$ cat src/rtl/rv_pkg.sv
// Shared RV32I decode definitions: opcodes, aluOP codes, immediate formats and the decoded control bundle.
// Used by rv_imm_gen and rv_decode_stage; the M-extension codes are only reachable when RV_MEXT_EN is defined.
package rv_pkg;

  localparam logic [6:0] OP_LOAD   = 7'b0000011;
  localparam logic [6:0] OP_IMM    = 7'b0010011;
  localparam logic [6:0] OP_STORE  = 7'b0100011;
  localparam logic [6:0] OP_BRANCH = 7'b1100011;
  localparam logic [6:0] OP_JAL    = 7'b1101111;
  localparam logic [6:0] OP_JALR   = 7'b1100111;
  localparam logic [6:0] OP_LUI    = 7'b0110111;
  localparam logic [6:0] OP_AUIPC  = 7'b0010111;
  localparam logic [6:0] OP_REG    = 7'b0110011;

  localparam logic [6:0] F7_BASE = 7'b0000000;
  localparam logic [6:0] F7_ALT  = 7'b0100000;
  localparam logic [6:0] F7_MEXT = 7'b0000001;

  localparam logic [5:0] ALUOP_LOAD   = 6'd0;
  localparam logic [5:0] ALUOP_IMM    = 6'd5;
  localparam logic [5:0] ALUOP_SRLI   = 6'd10;
  localparam logic [5:0] ALUOP_SRAI   = 6'd11;
  localparam logic [5:0] ALUOP_STORE  = 6'd14;
  localparam logic [5:0] ALUOP_ADD    = 6'd18;
  localparam logic [5:0] ALUOP_SUB    = 6'd19;
  localparam logic [5:0] ALUOP_SRL    = 6'd24;
  localparam logic [5:0] ALUOP_SRA    = 6'd25;
  localparam logic [5:0] ALUOP_BRANCH = 6'd28;
  localparam logic [5:0] ALUOP_JAL    = 6'd34;
  localparam logic [5:0] ALUOP_JALR   = 6'd35;
  localparam logic [5:0] ALUOP_LUI    = 6'd36;
  localparam logic [5:0] ALUOP_AUIPC  = 6'd37;
  localparam logic [5:0] ALUOP_MEXT   = 6'd38;

  typedef enum logic [2:0] {
    FMT_R = 3'd0,
    FMT_I = 3'd1,
    FMT_S = 3'd2,
    FMT_B = 3'd3,
    FMT_U = 3'd4,
    FMT_J = 3'd5
  } imm_fmt_t;

  typedef struct packed {
    logic [4:0] rs1;
    logic [4:0] rs2;
    logic [4:0] rd;
    logic       reg_write;
    logic       mem_to_reg;
    logic       mem_write;
    logic       operand_a;
    logic       operand_b;
    logic       branch;
    logic       jalr_en;
    logic       jal_en;
    logic [5:0] alu_op;
    logic       illegal;
  } ctrl_t;

  // Most aluOP groups are a base code plus funct3.
  function automatic logic [5:0] alu_off(input logic [5:0] base, input logic [2:0] funct3);
    return base + {3'b000, funct3};
  endfunction

endpackage

$ cat src/rtl/rv_imm_gen.sv
// Combinational RV32I immediate generator: selects the I/S/B/U/J bit layout and sign-extends to XLEN.
// FMT_R (and anything unrecognised) yields zero.
module rv_imm_gen
  import rv_pkg::*;
#(
  parameter int XLEN = 32
) (
  input  logic [31:0]             instr,
  input  imm_fmt_t                fmt,
  output logic signed [XLEN-1:0]  imm
);

  logic signed [31:0] imm32;

  always_comb begin
    imm32 = '0;
    case (fmt)
      FMT_I:   imm32 = {{20{instr[31]}}, instr[31:20]};
      FMT_S:   imm32 = {{20{instr[31]}}, instr[31:25], instr[11:7]};
      FMT_B:   imm32 = {{19{instr[31]}}, instr[31], instr[7], instr[30:25], instr[11:8], 1'b0};
      FMT_U:   imm32 = {instr[31:12], 12'b0};
      FMT_J:   imm32 = {{11{instr[31]}}, instr[31], instr[19:12], instr[20], instr[30:21], 1'b0};
      default: imm32 = '0;
    endcase
  end

  // Signed size cast sign-extends for XLEN=64.
  assign imm = XLEN'(imm32);

endmodule

$ cat src/rtl/rv_decode_stage.sv
// Registered RV32I decode stage with valid/ready handshake, flush and a one-bubble load-use interlock.
// Define RV_MEXT_EN to decode the M-extension (mul/div/rem); otherwise those encodings are illegal.
module rv_decode_stage
  import rv_pkg::*;
#(
  parameter int XLEN    = 32,
  parameter int ALUOP_W = 6
) (
  input  logic                    clk,
  input  logic                    reset,
  input  logic                    flush,
  input  logic                    in_valid,
  output logic                    in_ready,
  input  logic [31:0]             in_instr,
  input  logic [XLEN-1:0]         in_pc,
  output logic                    out_valid,
  input  logic                    out_ready,
  output logic [XLEN-1:0]         out_pc,
  output logic signed [XLEN-1:0]  out_imm,
  output logic [4:0]              out_rs1,
  output logic [4:0]              out_rs2,
  output logic [4:0]              out_rd,
  output logic                    out_reg_write,
  output logic                    out_mem_to_reg,
  output logic                    out_mem_write,
  output logic                    out_operand_a,
  output logic                    out_operand_b,
  output logic                    out_branch,
  output logic                    out_jalr_en,
  output logic                    out_jal_en,
  output logic [ALUOP_W-1:0]      out_alu_op,
  output logic                    out_illegal
);

  logic [6:0] opcode;
  logic [2:0] funct3;
  logic [6:0] funct7;
  logic       alt;
  logic [4:0] rs1_f;
  logic [4:0] rs2_f;
  logic [4:0] rd_f;

  assign opcode = in_instr[6:0];
  assign funct3 = in_instr[14:12];
  assign funct7 = in_instr[31:25];
  assign alt    = in_instr[30];
  assign rs1_f  = in_instr[19:15];
  assign rs2_f  = in_instr[24:20];
  assign rd_f   = in_instr[11:7];

  ctrl_t                   dec_p0;
  imm_fmt_t                fmt_p0;
  logic signed [XLEN-1:0]  imm_p0;

  // Stage 0: combinational decode of the offered instruction
  always_comb begin
    dec_p0 = '0;
    fmt_p0 = FMT_R;
    case (opcode)
      OP_LOAD: begin
        if (funct3 <= 3'd4) begin
          fmt_p0            = FMT_I;
          dec_p0.rs1        = rs1_f;
          dec_p0.rd         = rd_f;
          dec_p0.reg_write  = 1'b1;
          dec_p0.mem_to_reg = 1'b1;
          dec_p0.operand_a  = 1'b1;
          dec_p0.alu_op     = alu_off(ALUOP_LOAD, funct3);
        end else begin
          dec_p0.illegal = 1'b1;
        end
      end
      OP_IMM: begin
        fmt_p0           = FMT_I;
        dec_p0.rs1       = rs1_f;
        dec_p0.rd        = rd_f;
        dec_p0.reg_write = 1'b1;
        dec_p0.operand_a = 1'b1;
        case (funct3)
          3'd5:       dec_p0.alu_op = alt ? ALUOP_SRAI : ALUOP_SRLI;
          3'd6, 3'd7: dec_p0.alu_op = alu_off(ALUOP_IMM + 6'd1, funct3);
          default:    dec_p0.alu_op = alu_off(ALUOP_IMM, funct3);
        endcase
      end
      OP_STORE: begin
        if (funct3 <= 3'd2) begin
          fmt_p0           = FMT_S;
          dec_p0.rs1       = rs1_f;
          dec_p0.rs2       = rs2_f;
          dec_p0.mem_write = 1'b1;
          dec_p0.operand_a = 1'b1;
          dec_p0.alu_op    = alu_off(ALUOP_STORE, funct3);
        end else begin
          dec_p0.illegal = 1'b1;
        end
      end
      OP_BRANCH: begin
        if (funct3 != 3'd2 && funct3 != 3'd3) begin
          fmt_p0        = FMT_B;
          dec_p0.rs1    = rs1_f;
          dec_p0.rs2    = rs2_f;
          dec_p0.branch = 1'b1;
          // funct3 4..7 skip the two unused encodings to land on 30..33.
          dec_p0.alu_op = funct3[2] ? alu_off(ALUOP_BRANCH - 6'd2, funct3)
                                    : alu_off(ALUOP_BRANCH, funct3);
        end else begin
          dec_p0.illegal = 1'b1;
        end
      end
      OP_JAL: begin
        fmt_p0           = FMT_J;
        dec_p0.rd        = rd_f;
        dec_p0.reg_write = 1'b1;
        dec_p0.jal_en    = 1'b1;
        dec_p0.alu_op    = ALUOP_JAL;
      end
      OP_JALR: begin
        fmt_p0           = FMT_I;
        dec_p0.rs1       = rs1_f;
        dec_p0.rd        = rd_f;
        dec_p0.reg_write = 1'b1;
        dec_p0.operand_a = 1'b1;
        dec_p0.jalr_en   = 1'b1;
        dec_p0.alu_op    = ALUOP_JALR;
      end
      OP_LUI: begin
        fmt_p0           = FMT_U;
        dec_p0.rd        = rd_f;
        dec_p0.reg_write = 1'b1;
        dec_p0.operand_a = 1'b1;
        dec_p0.alu_op    = ALUOP_LUI;
      end
      OP_AUIPC: begin
        fmt_p0           = FMT_U;
        dec_p0.rd        = rd_f;
        dec_p0.reg_write = 1'b1;
        dec_p0.operand_a = 1'b1;
        dec_p0.operand_b = 1'b1;
        dec_p0.alu_op    = ALUOP_AUIPC;
      end
      OP_REG: begin
        if (funct7 == F7_BASE || (funct7 == F7_ALT && (funct3 == 3'd0 || funct3 == 3'd5))) begin
          dec_p0.rs1       = rs1_f;
          dec_p0.rs2       = rs2_f;
          dec_p0.rd        = rd_f;
          dec_p0.reg_write = 1'b1;
          case (funct3)
            3'd0:       dec_p0.alu_op = alt ? ALUOP_SUB : ALUOP_ADD;
            3'd5:       dec_p0.alu_op = alt ? ALUOP_SRA : ALUOP_SRL;
            3'd6, 3'd7: dec_p0.alu_op = alu_off(ALUOP_ADD + 6'd2, funct3);
            default:    dec_p0.alu_op = alu_off(ALUOP_ADD + 6'd1, funct3);
          endcase
        end
`ifdef RV_MEXT_EN
        else if (funct7 == F7_MEXT) begin
          dec_p0.rs1       = rs1_f;
          dec_p0.rs2       = rs2_f;
          dec_p0.rd        = rd_f;
          dec_p0.reg_write = 1'b1;
          dec_p0.alu_op    = alu_off(ALUOP_MEXT, funct3);
        end
`endif
        else begin
          dec_p0.illegal = 1'b1;
        end
      end
      default: dec_p0.illegal = 1'b1;
    endcase
  end

  rv_imm_gen #(.XLEN(XLEN)) u_imm_gen (
    .instr (in_instr),
    .fmt   (fmt_p0),
    .imm   (imm_p0)
  );

  ctrl_t                   ctrl_p1;
  logic [XLEN-1:0]         pc_p1;
  logic signed [XLEN-1:0]  imm_p1;
  logic                    vld_p1;
  logic                    trk_vld_p1;
  logic [4:0]              trk_rd_p1;
  logic                    hazard;
  logic                    accept;
  logic                    fire;

  // Decoded rs fields are already 0 when unused, and a tracked rd is never 0.
  assign hazard   = trk_vld_p1 && in_valid &&
                    (dec_p0.rs1 == trk_rd_p1 || dec_p0.rs2 == trk_rd_p1);
  assign in_ready = !reset && (!vld_p1 || out_ready) && !hazard;
  assign accept   = in_valid && in_ready && !flush;
  assign fire     = vld_p1 && out_ready;

  // Stage 1: output register and single-cycle load-rd tracker
  always_ff @(posedge clk) begin
    if (reset) begin
      vld_p1     <= 1'b0;
      ctrl_p1    <= '0;
      pc_p1      <= '0;
      imm_p1     <= '0;
      trk_vld_p1 <= 1'b0;
      trk_rd_p1  <= '0;
    end else if (flush) begin
      vld_p1     <= 1'b0;
      trk_vld_p1 <= 1'b0;
    end else begin
      trk_vld_p1 <= fire && ctrl_p1.mem_to_reg && (ctrl_p1.rd != 5'd0);
      trk_rd_p1  <= ctrl_p1.rd;
      if (accept) begin
        vld_p1  <= 1'b1;
        ctrl_p1 <= dec_p0;
        pc_p1   <= in_pc;
        imm_p1  <= imm_p0;
      end else if (fire) begin
        vld_p1 <= 1'b0;
      end
    end
  end

  assign out_valid      = vld_p1;
  assign out_pc         = pc_p1;
  assign out_imm        = imm_p1;
  assign out_rs1        = ctrl_p1.rs1;
  assign out_rs2        = ctrl_p1.rs2;
  assign out_rd         = ctrl_p1.rd;
  assign out_reg_write  = ctrl_p1.reg_write;
  assign out_mem_to_reg = ctrl_p1.mem_to_reg;
  assign out_mem_write  = ctrl_p1.mem_write;
  assign out_operand_a  = ctrl_p1.operand_a;
  assign out_operand_b  = ctrl_p1.operand_b;
  assign out_branch     = ctrl_p1.branch;
  assign out_jalr_en    = ctrl_p1.jalr_en;
  assign out_jal_en     = ctrl_p1.jal_en;
  assign out_alu_op     = ALUOP_W'(ctrl_p1.alu_op);
  assign out_illegal    = ctrl_p1.illegal;

endmodule

$ cat config.mk
export PLATFORM = sky130hd
export DESIGN_NAME = rv_decode_stage
export DESIGN_NICKNAME = d
export VERILOG_FILES = /design/src/rtl/rv_pkg.sv /design/src/rtl/rv_imm_gen.sv /design/src/rtl/rv_decode_stage.sv
export SDC_FILE = /design/constraint.sdc
export NUM_CORES = 1
export LEC_CHECK = 0
export BUFFER_PORTS_ARGS = -buffer_cell sky130_fd_sc_hd__buf_2
export CELL_PAD_IN_SITES_DETAIL_PLACEMENT = 2
export CELL_PAD_IN_SITES_GLOBAL_PLACEMENT = 2
export CORE_MARGIN = 5
export CORE_UTILIZATION = 26
export CTS_CLUSTER_SIZE = 8
export DETAILED_ROUTE_END_ITERATION = 10
export PLACE_DENSITY_LB_ADDON = 0.1
export SYNTH_ARGS = -nofsm -noshare
export SYNTH_HDL_FRONTEND = slang
export SYNTH_HIERARCHICAL = 1
export SYNTH_SLANG_ARGS = --single-unit
$ cat constraint.sdc
create_clock -name clk -period 2.7 [get_ports clk]
set_input_delay 0 -clock clk [delete_from_list [all_inputs] [get_ports clk]]
set_output_delay 0 -clock clk [all_outputs]
set_load 0.02 [all_outputs]
# Word level (Yosys, flattened, before mapping)
# Index checks and enable logic that the tools add are counted.
# word_totals
register_bits	101
in_bits	69
out_inout_bits	96
wordCells	121
# op_classes
add_sub_neg	7
magnitude_cmp	2
eq_ne	22
muxes	41
bitwise	1
n_reduce_logical	30
# ops
op	count
one-hot mux 32 bit (5 select lines)	1
one-hot mux 6 bit (9 select lines)	1
one-hot mux 6 bit (3 select lines)	2
equality test 7 x 6 -> 1 bit (second input constant)	4
one-hot mux 5 bit (5 select lines)	1
adder 5 x 3 -> 6 bit (first input constant)	4
equality test 7 bit (second input constant)	3
2-to-1 mux 10 bit	2
2-to-1 mux 1 bit	18
2-to-1 mux 6 bit	3
one-hot mux 3 bit (6 select lines)	1
2-to-1 mux 16 bit	1
equality test 3 bit (second input constant)	5
one-hot mux 5 bit (3 select lines)	1
equality test 7 x 5 -> 1 bit (second input constant)	2
logical AND 1 bit	11
equality test 5 bit	2
2-to-1 mux 5 bit	2
adder 3 x 3 -> 4 bit (first input constant)	2
one-hot mux 4 bit (2 select lines)	1
OR reduction 2 bit	4
equality test 7 x 2 -> 1 bit (second input constant)	1
zero test 7 bit	1
2-to-1 mux 7 bit	1
other kinds (19)	29

# Logic depth before layout (Yosys ltp)
# logic_depth
depth_word	14
ltp_mapped	15
ltp_nobuf	12

# Hierarchy
# Netlist, hierarchy kept.
# modules_own_cells
module	instances	cells_each	area_each_um2	seq_area_each_um2
rv_decode_stage	1	595	4957.3	2021.9
rv_imm_gen	1	66	390.4	0.0

# Worst setup path after synthesis
# Ideal clock, no wire load.
# synth_timing
kind	input-to-reg
startpoint	input port in_instr[13]
endpoint	register ctrl_p1 (netlist bit out_alu_op[1])
setup_time_ns	0.149
arrival_ns	2.446
required_ns	2.551
slack_ns	0.105
stages	12
n_path_buf	2
cell_sequence	clkbuf_1 inv_1 ha_1 mux2i_1 a211oi_4 a31oi_1 or3_1 a221o_1 o2111a_1 buf_6 a21oi_1 a311oi_2
# synth_via
elab_chain_len	14
word_cells_on_any_way	43
classes_between	add/sub: 7; order compare: 2; eq/ne: 7; mux: 14; reduce/logical: 13
# synth_rtl
item	line	source
from (decl)	rv_decode_stage.sv:14	input logic [31:0] in_instr,
equality test 3 bit or zero test 3 bit (tied branches)	rv_decode_stage.sv:79, rv_decode_stage.sv:142, rv_decode_stage.sv:147	
logical OR 1 bit	rv_decode_stage.sv:142	if (funct7 == F7_BASE || (funct7 == F7_ALT && (funct3 == 3'd0 || funct3 == 3'd5))) begin
logical AND 1 bit	rv_decode_stage.sv:142	
logical OR 1 bit	rv_decode_stage.sv:142	
2-to-1 mux 16 bit	rv_decode_stage.sv:142	
one-hot mux 5 bit (5 select lines) or one-hot mux 5 bit (3 select lines) (tied branches)	rv_decode_stage.sv:59	case (opcode)
equality test 5 bit	rv_decode_stage.sv:189	(dec_p0.rs1 == trk_rd_p1 || dec_p0.rs2 == trk_rd_p1);
logical OR 1 bit	rv_decode_stage.sv:189	
logical AND 1 bit	rv_decode_stage.sv:188	assign hazard = trk_vld_p1 && in_valid &&
zero test 1 bit	rv_decode_stage.sv:190	assign in_ready = !reset && (!vld_p1 || out_ready) && !hazard;
logical AND 1 bit	rv_decode_stage.sv:190	
logical AND 1 bit (2 in series)	rv_decode_stage.sv:191	assign accept = in_valid && in_ready && !flush;
AND reduction 2 bit (no source line)	n/a	
to (signal assigned)	rv_decode_stage.sv:211	ctrl_p1 <= dec_p0;
to (decl)	rv_decode_stage.sv:177	ctrl_t ctrl_p1;
# Parallel ways exist; a longest one is shown, timed or not.
# A chain may end at the register's enable or synchronous reset.

# Worst setup path in the final report
# layout_timing
startpoint	input port in_instr[12]
endpoint	register imm_p1[23] (netlist: out_imm[23])
# layout_via
elab_chain_len	14
word_cells_on_any_way	35
classes_between	order compare: 2; eq/ne: 10; mux: 11; reduce/logical: 12
# layout_rtl
item	line	source
equality test 3 bit or zero test 3 bit (tied branches)	rv_decode_stage.sv:142	
logical OR 1 bit	rv_decode_stage.sv:142	
logical AND 1 bit	rv_decode_stage.sv:142	
logical OR 1 bit	rv_decode_stage.sv:142	
2-to-1 mux 16 bit	rv_decode_stage.sv:142	
one-hot mux 5 bit (5 select lines) or one-hot mux 5 bit (3 select lines) (tied branches)	rv_decode_stage.sv:59	
equality test 5 bit	rv_decode_stage.sv:189	
logical OR 1 bit	rv_decode_stage.sv:189	
logical AND 1 bit	rv_decode_stage.sv:188	
zero test 1 bit	rv_decode_stage.sv:190	
logical AND 1 bit	rv_decode_stage.sv:190	
logical AND 1 bit (2 in series)	rv_decode_stage.sv:191	
AND reduction 2 bit (no source line)	n/a	
to (signal assigned)	rv_decode_stage.sv:213	imm_p1 <= imm_p0;
to (decl)	rv_decode_stage.sv:179	logic signed [XLEN-1:0] imm_p1;
# Parallel ways exist; a longest one is shown, timed or not.

==> results_dict.tcl <==
set metrics [dict create \
    status "finished clean" \
    preCtsSetupSlack_ns -0.357 \
    numCtsBuffers 9 \
    antenna_found_initial 0 \
    ys_seq_area_frac 0.378 \
    fin_area_um2 7510 \
    worst_pin_slew_ns 0.854 \
    dieArea_um2 23500 \
    wl_met2_mm 11.5 \
    firstDrtPassIters 4 \
    diodes 0 \
    hp-start "in_instr[22]" \
    clkTransAtPathRegs_ns 0.07 \
    ant_nets 0 \
    hold_ws_ns 0.0164 \
    clk_latency_ns 0.35 \
    drcViolationCount 0 \
    endpoint_kind "flip-flop" \
    period_share 0.920 \
    synth_top_area_cell "dfxtp_1" \
    nets 954 \
    wl_per_cell_um 19.8 \
    routed_wl_mm 22.9 \
    period_needed_ns 2.48 \
    crit_required_ns 2.93 \
    final_common_cell "buf_2" \
    syn_area_um2 5350 \
    reg2reg_slack_ns 0.24 \
    die_w_um 153 \
    routabilityCongestion 0.882 \
    min_to "out_rs2[2]" \
    synth_fp_nets 734 \
    grt_pass1_wl_mm 36.9 \
    p_leak_uw 0.00345 \
    whs_path_depth 3 \
    setup_viol 0 \
    vias_per_cell 5.12 \
    grt_max_degree 56 \
    place_area_um2 6740 \
    cts_buffer_depth 2 \
    grt_overflow 0 \
    grtUsageTotal 0.192 \
    arrival_ns 2.72 \
    synth_cells 661 \
    power.density_nw_per_um2 458 \
    rows 52 \
    drv_slew 0 \
    top_layer_used "met4" \
    fin_total_pwr_uw 3440 \
    syn_to_final_growth_pct 40.4 \
    core_area_um2 20200 \
    critical_path_class "input pin to flip-flop" \
    portBuffers 164 \
    synth_ff_type "dfxtp_1" \
    place_hpwl_mm 16.7 \
    vias 5922 \
    hold_viol 0 \
    async_flop_share 0 \
    fill_cells 2313 \
    grt_pass1_vias 6473 \
    min_path_type "input pin to flip-flop" \
    mostFrequentLayoutCells "163 x buf_2, 109 x nand2_1, 101 x dfxtp_1" \
    final_layout_size_suffix_gt1_frac 0.297 \
    ys.warnings.count 6 \
    max-vdd-ir-drop_mv 0.254 \
    r2r_cells 8 \
    maxCapViolations 0 \
    setup_ws_ns 0.215 \
    start_kind "input pin" \
    netlist.area_leader.share 0.378 \
    cp_max_fo 16 \
    synth_seq_cells 101 \
    synth_edf_count 0 \
    grt_setup_unrepaired "no" \
    routed-wl-met3_um 729 \
    slew_headroom 0.430 \
    r2r-start "trk_rd_p1[3]" \
    synth_cell_type_count 66 \
    skew_ns 0.00614 \
    drt_iter0_markers 224 \
    synth.avg_cell_area_um2 8.09 \
    die_y_um 153 \
    r2r_end "out_imm[23]" \
    multi_input_area_um2 2950 \
    cts_tree "built" \
    htree_levels 3 \
    cts.sinks 101 \
    yosys-top-cells-area "dfxtp_1 38%, o211ai_1 13%, nand2_1 7.7%" \
    initial_utilization 0.264 \
    cts-root-buf "clkbuf_16" \
    io_pins 165 \
    clock.fmax_mhz 402 \
    met1Wirelength_mm 10.4 \
    seq_area_um2 2020 \
]
worst max-delay path: stages:
cell and delay [ns]:
buf_2 0.13, buf_4 0.13, or2_1 0.27, a211oi_1 0.41
o311ai_2 0.18, buf_4 0.18, and2_1 0.17, o211ai_1 0.27
buf_4 0.18, o2111ai_4 0.15, buf_12 0.20, buf_12 0.15
o211ai_1 0.19, nand2_1 0.09
Yosys cell counts (6+ instances only):
cell type,instances
buf_6,17
a21o_1,8
and2_1,8
o21ai_0,23
a21oi_1,12
buf_2,6
a31oi_1,7
nand3_1,71
buf_1,7
dfxtp_1,101
mux2i_1,8
o211ai_1,93
o21ai_1,20
inv_1,11
o31ai_1,6
nand2_1,109
nor2_1,31
nor3_1,6
clkbuf_1,31
routing by layer:
metal,GRT usage,up-vias
met2,0.340,120
met1,0.244,2923
met5,0,-
met3,0.0260,16
met4,0.0542,0
li1,-,2863
area by class of cell:
| class | instances | share of cell area |
|---|---|---|
| well taps | 270 | 0.0450 |
| repair buffers | 274 | 0.248 |
| clock buffers | 14 | 0.0378 |
| clock inverters | 2 | 0.00183 |
| inverters | 11 | 0.00550 |
| flip-flops and latches | 101 | 0.269 |
| multi-input cells | 484 | 0.392 |
timing repair:
| item | in CTS | in global routing |
|---|---|---|
| hold buffers | 46 | 0 |
| setup endpoints to repair | 0 | 95 |
| setup buffers | 0 | 0 |
| gates resized for setup | 0 | 3 |
| hold endpoints to repair | 46 | 0 |
logic make-up after synthesis:
| logic type | synth area share |
|---|---|
| AND/OR/NAND/NOR | 0.229 |
| buffers and inverters | 0.0810 |
| XOR/XNOR | 0.00655 |
| AO/OA/AOI/OAI | 0.281 |
| flip-flops | 0.378 |
| adder cells (fa/ha/maj) | 0.00936 |
| multiplexers | 0.0150 |
report_power, final:
part / total (µW) / leakage [µW] / switching, µW / internal [µW]
Clock: 1320 / 0.000149 / 594 / 731
Sequential: 1540 / 0.000818 / 19.5 / 1520
Combinational: 573 / 0.00248 / 348 / 225
Total: 3440 / 0.00345 / 962 / 2480
worst max path at each step:
stage / startpoint / endpoint / slack, ns / cells past startpoint
after detailed placement: in_instr[13] / out_rd[2] / -0.36 / 14
after CTS: in_instr[13] / out_rd[2] / 0.02 / 14
final: in_instr[12] / out_imm[23] / 0.22 / 14
after global routing: in_instr[13] / out_imm[23] / 0.04 / 13
after global placement: in_instr[13] / out_pc[17] / -0.36 / 12
after floorplan: in_instr[13] / out_alu_op[1] / 0.10 / 12
through the flow:
step,utilization,TNS [ns],cells
floorplan,-,0,661
CTS,0.370,0,1156
global placement,0.333,-28.59,1094
detailed placement,0.333,-29.01,1094
global route,0.371,0,1156
finish,0.371,0,1156
Note: power is estimated with default switching activity, not from simulation.
